**src/rtl/escape_pixel_dispatcher.sv**
```systemverilog
// escape_pixel_dispatcher: walks a frame in raster order, hands each escape count to the colour mapper and writes the RGB result to the frame buffer
module escape_pixel_dispatcher #(
  parameter int H_RES   = 640,
  parameter int V_RES   = 480,
  parameter int ADDR_W  = 19,
  parameter int TIMEOUT = 255
) (
  input  logic              clk,
  input  logic              reset,
  input  logic              start,
  output logic [ADDR_W-1:0] esc_addr,
  input  logic [7:0]        esc_rdata,
  output logic [7:0]        map_escape,
  output logic              map_draw,
  input  logic              map_done,
  input  logic [7:0]        map_r,
  input  logic [7:0]        map_g,
  input  logic [7:0]        map_b,
  output logic              fb_we,
  output logic [ADDR_W-1:0] fb_addr,
  output logic [23:0]       fb_data,
  output logic              busy,
  output logic              frame_done,
  output logic              timeout_err
);
  localparam int WAIT_W = $clog2(TIMEOUT + 1);
  localparam logic [ADDR_W-1:0] LAST = ADDR_W'(H_RES * V_RES - 1);
  localparam logic [WAIT_W-1:0] WAIT_MAX = WAIT_W'(TIMEOUT);
  typedef enum logic [2:0] {IDLE, FETCH, LATCH, DRAW, WRITE, RELEASE, ADVANCE, FRAME_DONE} state_t;
  state_t state_q, state_d;
  logic [ADDR_W-1:0] p_q, p_d;
  logic [WAIT_W-1:0] wait_q, wait_d;
  logic [7:0] esc_q, esc_d;
  logic [23:0] data_q, data_d;
  logic err_q, err_d;
  logic draw_q, draw_d, we_q, we_d, busy_q, busy_d, done_q, done_d;
  logic wait_hit;
  assign wait_hit    = wait_q == WAIT_MAX;
  assign esc_addr    = p_q;
  assign fb_addr     = p_q;
  assign map_escape  = esc_q;
  assign fb_data     = data_q;
  assign map_draw    = draw_q;
  assign fb_we       = we_q;
  assign busy        = busy_q;
  assign frame_done  = done_q;
  assign timeout_err = err_q;
  // Next-state, per-pixel datapath and output decode; outputs follow the next state so they line up with it
  always_comb begin
    state_d = state_q;
    p_d     = p_q;
    wait_d  = wait_q;
    esc_d   = esc_q;
    data_d  = data_q;
    err_d   = err_q;
    case (state_q)
      IDLE:
        if (start) begin
          p_d     = '0;
          err_d   = 1'b0;
          state_d = FETCH;
        end
      FETCH: state_d = LATCH;
      LATCH: begin
        esc_d   = esc_rdata;
        wait_d  = '0;
        state_d = DRAW;
      end
      DRAW:
        if (map_done) begin
          data_d  = {map_r, map_g, map_b};
          state_d = WRITE;
        end else if (wait_hit) begin
          data_d  = '0;
          err_d   = 1'b1;
          state_d = WRITE;
        end else wait_d = wait_q + 1'b1;
      WRITE: begin
        wait_d  = '0;
        state_d = RELEASE;
      end
      RELEASE:
        if (!map_done) state_d = ADVANCE;
        else if (wait_hit) begin
          err_d   = 1'b1;
          state_d = ADVANCE;
        end else wait_d = wait_q + 1'b1;
      ADVANCE:
        if (p_q == LAST) state_d = FRAME_DONE;
        else begin
          p_d     = p_q + 1'b1;
          state_d = FETCH;
        end
      FRAME_DONE: state_d = IDLE;
      default: state_d = IDLE;
    endcase
    draw_d = state_d == DRAW;
    we_d   = state_d == WRITE;
    busy_d = state_d != IDLE;
    done_d = state_d == FRAME_DONE;
  end
  // State and registered outputs; reset aborts any frame in progress at once
  always_ff @(posedge clk or posedge reset)
    if (reset) begin
      state_q <= IDLE;
      p_q     <= '0;
      wait_q  <= '0;
      esc_q   <= '0;
      data_q  <= '0;
      err_q   <= 1'b0;
      draw_q  <= 1'b0;
      we_q    <= 1'b0;
      busy_q  <= 1'b0;
      done_q  <= 1'b0;
    end else begin
      state_q <= state_d;
      p_q     <= p_d;
      wait_q  <= wait_d;
      esc_q   <= esc_d;
      data_q  <= data_d;
      err_q   <= err_d;
      draw_q  <= draw_d;
      we_q    <= we_d;
      busy_q  <= busy_d;
      done_q  <= done_d;
    end
endmodule

```
**config.mk**
```make
export PLATFORM = sky130hd
export DESIGN_NAME = escape_pixel_dispatcher
export DESIGN_NICKNAME = d
export VERILOG_FILES = /design/src/rtl/escape_pixel_dispatcher.sv
export SDC_FILE = /design/constraint.sdc
export NUM_CORES = 1
export LEC_CHECK = 0
export BUFFER_PORTS_ARGS = -buffer_cell sky130_fd_sc_hd__buf_2
export CAP_MARGIN = 20
export CORE_AREA = 3 3 93 95
export DETAILED_ROUTE_END_ITERATION = 10
export DIE_AREA = 0 0 96 98
export GPL_TIMING_DRIVEN = 0
export MAX_ROUTING_LAYER = met4
export PLACE_DENSITY = 0.68
export SETUP_SLACK_MARGIN = 0.15
export SYNTH_ARGS = -nofsm -noshare
export SYNTH_HDL_FRONTEND = slang
export SYNTH_SLANG_ARGS = --single-unit
```
**constraint.sdc**
```tcl
create_clock -name clk -period 3.4 [get_ports clk]
set_input_delay 0.51 -clock clk [delete_from_list [all_inputs] [get_ports clk]]
set_output_delay 0.51 -clock clk [all_outputs]
set_load 0.01 [all_outputs]
```
==> results.py <==
metrics = {
    "status": {
        "run_status": "completed",
    },
    "global_route": {
        "grt_start_max_net_pins": 42,
        "first_global_vias": 2547,
        "grtUsageMet1_pct": 22.5,
        "global_route.overflow_total": 0,
        "antenna_found_initial": 0,
        "gr-usage-met3_pct": 2.54,
        "global_route.usage.met2_pct": 25.7,
        "global_route_wire_length_before_repair_mm": 12.3,
        "gr-usage-all-layers_pct": 16.9,
        "gr-max-usage-layer": "met2",
    },
    "clocking": {
        "cts_setup_buffers": 0,
        "cts_buffer_count": 9,
        "worst_setup_hold_path_clk_slew_ns": 0.07,
        "cts.path.max_buffers": 2,
        "cts_hold_bufs": 0,
        "post_cts_resize_count": 0,
        "cts_tree": "yes",
        "clock_sink_count": 67,
        "h-tree-depth": 3,
        "clock_insertion_delay_worst_skew_ns": 0.34,
        "clock_tree.root_cell": "clkbuf_8",
    },
    "cells_and_area": {
        "utilization_pct": 51.7,
        "final_net_count": 445,
        "drive_gt1_share_pct": 40.9,
        "antennaDiodeCount": 0,
        "layout.cells.most_common_list": "118 x buf_2, 67 x dfrtp_1, 24 x a22o_1, 24 x nor2_1, 20 x buf_4",
        "layout_commonest_cell": "buf_2",
        "fillers": 727,
        "area_growth_pct": 29.2,
        "final_cell_count_no_fill": 513,
    },
    "timing": {
        "fin_crit_ns": 1.99,
        "fmax_mhz": 502,
        "setup_repair_after_global_routing_missed_its_margin": "no",
        "totalNegativeSetupSlack_ns": 0,
        "max-slew-margin-rel_pct": 37.8,
        "finClkSkew_ns": 0.00750,
        "timing_hold_violations_final": 0,
        "worst_slew_pin_slew_ns": 0.920,
        "slew_violations": 0,
        "timing.final.crit_share_pct": 58.6,
        "finalSetupViolCount": 0,
    },
    "die": {
        "row_count": 32,
        "die_width_um": 96,
        "die_area_um2": 9410,
        "initial_core_util_pct": 40.0,
        "dieHeight_um": 98,
        "core_area_um2": 7810,
        "floorplan.io_pins": 111,
    },
    "synth": {
        "average_cell_area_after_synthesis_um2": 11.0,
        "yosys_register_bits": 67,
        "synthArstFlopShare_pct": 100,
        "yosys_most_used_dff": "dfrtp_1",
        "ys_seq_area_share_pct": 53.6,
        "synth.lib_cells_used.distinct": 48,
        "postSynthCellCount": 285,
        "mappedNetlistArea_um2": 3130,
        "yosys_warnings": 0,
        "synth_edf_count": 0,
        "synth_nets": 323,
    },
    "setup_path": {
        "worst_path_largest_cell_delay_ns": 0.82,
        "critical_path.cell_chain": "nor4b_1 > clkbuf_1 > nor2_1",
        "crit_path_start_kind": "register",
        "setup.worst_path.end": "esc_addr[12]",
        "crit-reg2reg-capture": "esc_addr[12]",
        "path_type_of_the_worst_setup_path": "register to register",
        "reg2reg_setup_slack_ns": 1.41,
        "cp-startpoint": "state_q[1]",
        "critPathArrivalTime_ns": 2.20,
        "path_max_fanout": 10,
        "worst-endpoint-required_ns": 3.61,
        "worst_r2r_path_depth": 3,
        "critical_path.endpoint_type": "register",
        "critical-path-top-delay-family": "simple AND/OR/NAND/NOR gates",
        "worst_path_max_delay_cell": "nor4b_1",
        "regToRegStartpoint": "state_q[1]",
        "critical_path.n_buffers_inverters": 1,
        "worstSetupPathDepth": 3,
    },
    "placed_design": {
        "port_buf_inserts": 110,
        "placed_cells_incl_taps": 498,
        "globalplace.congestion": 0.833,
        "dpl.hpwl_mm": 5.45,
    },
    "power_and_ir_drop": {
        "power_per_cell_area_nw_per_um2": 715,
        "ir_worst_vdd_uv": 462,
        "leakage_nw": 2.08,
        "sequentialPowerShare_pct": 40.7,
        "report.power.total_mw": 2.89,
        "clkPwrFrac_pct": 25.2,
        "internal_power_mw": 1.92,
        "power_switching_share_pct": 33.4,
        "power.net_switching_uw": 965,
        "pwr-share-comb_pct": 34.1,
    },
    "detailed_routing": {
        "drt-pass1-iter-count": 4,
        "first_iter_violations": 95,
        "wl_per_cell_um": 14.3,
        "dr_total_vias": 2618,
        "drt-total-wl_mm": 7.32,
        "antenna_violating_nets_post_route": 0,
        "drt_drc_violations_left": 0,
        "route.detailed.vias_per_inst": 5.10,
    },
    "run": {
        "drv.max_cap_violation_count": 0,
    },
    "hold_path": {
        "hold_path_class": "primary input to asynchronous set/reset pin",
    },
}
==> registers in the layout, summed over array words and instances (netlist names) <==
name	cells
fb_data	24
esc_addr	19
map_escape	8
wait_q	8
state_q	3
busy	1
fb_we	1
frame_done	1
map_draw	1
timeout_err	1
==> through the flow <==
stage	hold WS, ns	worst slack (ns)	instance area, um2
3_3_place_gp	0.480	0.408	3800
2_1_floorplan	0.460	1.21	3130
4_1_cts	0.380	1.40	4040
3_5_place_dp	0.485	1.31	3820
5_1_grt	0.389	1.24	4040
6_report	0.340	1.41	4040
==> per-layer routing <==
layer	share of wire, %	routed length [um]
met4	2.4	176
met3	5.6	412
met1	43	3180
met5	0	0
met2	49	3550
==> how the worst min path moves through the flow <==
| stage | from | endpoint | slack, ns | depth (start not counted) |
|---|---|---|---|---|
| 2_1_floorplan | wait_q[4] | wait_q[4] | 0.46 | 1 |
| 3_3_place_gp | timeout_err | timeout_err | 0.48 | 2 |
| 3_5_place_dp | fb_data[11] | fb_data[11] | 0.49 | 1 |
| 4_1_cts | reset | fb_we | 0.38 | 2 |
| 5_1_grt | map_g[4] | fb_data[12] | 0.39 | 2 |
| 6_report | reset | fb_we | 0.34 | 2 |
==> area by class of cell <==
| type | instances | area (um2) | share of cell area, % |
|---|---|---|---|
| plain buffers | 30 | 198 | 4.89 |
| clock buffers | 11 | 141 | 3.50 |
| clock inverters | 4 | 73.8 | 1.83 |
| inverters | 4 | 15.0 | 0.372 |
| multi-input cells | 184 | 1240 | 30.6 |
| flip-flops and latches | 67 | 1680 | 41.5 |
| well taps | 102 | 128 | 3.16 |
| repair buffers | 111 | 571 | 14.1 |
==> worst reg2reg max path, cell delays in order (launching register included) <==
cell and delay (ns):
dfrtp_1 0.45, nor4b_1 0.82, clkbuf_1 0.49, nor2_1 0.10
==> cells in the mapped netlist, drive strengths merged (2+ instances only) <==
master   n  area, um2
dfrtp   67       1680
o31ai    2       15.0
nand3   13       70.1
nor2b    2       12.5
xnor2    6       52.6
buf     28        190
o211ai   4       30.0
mux2i    5       50.1
and2     3       18.8
nand2   18       67.6
ha       2       25.0
inv      4       15.0
a22o    24        210
xor2     7       61.3
o21ai   11       58.8
nand3b   2       15.0
nor2    25       96.4
and4     3       26.3
mux2     8       90.1
clkbuf   2       7.51
nand4   10       68.8
nor3     9       45.0
and3b    2       17.5
or3      2       12.5
and3     5       36.3
a21oi    5       25.0
nand2b   2       12.5
==> logic make-up after synthesis <==
group / count (synthesis) / synth area share [%]
AOI/OAI and AO/OA: 53 / 12.8
xor gates and xnor gates: 13 / 3.64
adders and majority gates: 2 / 0.801
buffers and inverters: 34 / 6.81
DFF: 67 / 53.6
muxes: 13 / 4.48
and+or+nand+nor: 103 / 17.8
==> power by group through the flow <==
stage                     Clock [mW]  Sequential [mW]  Combinational [mW]
after floorplan                    0             1.27               0.535
after global placement             0             1.18               0.975
after detailed placement           0             1.19               0.997
after CTS                      0.745             1.18                1.00
after global routing           0.791             1.21                1.09
final                          0.729             1.18               0.985
(Power assumes the default switching activity.)
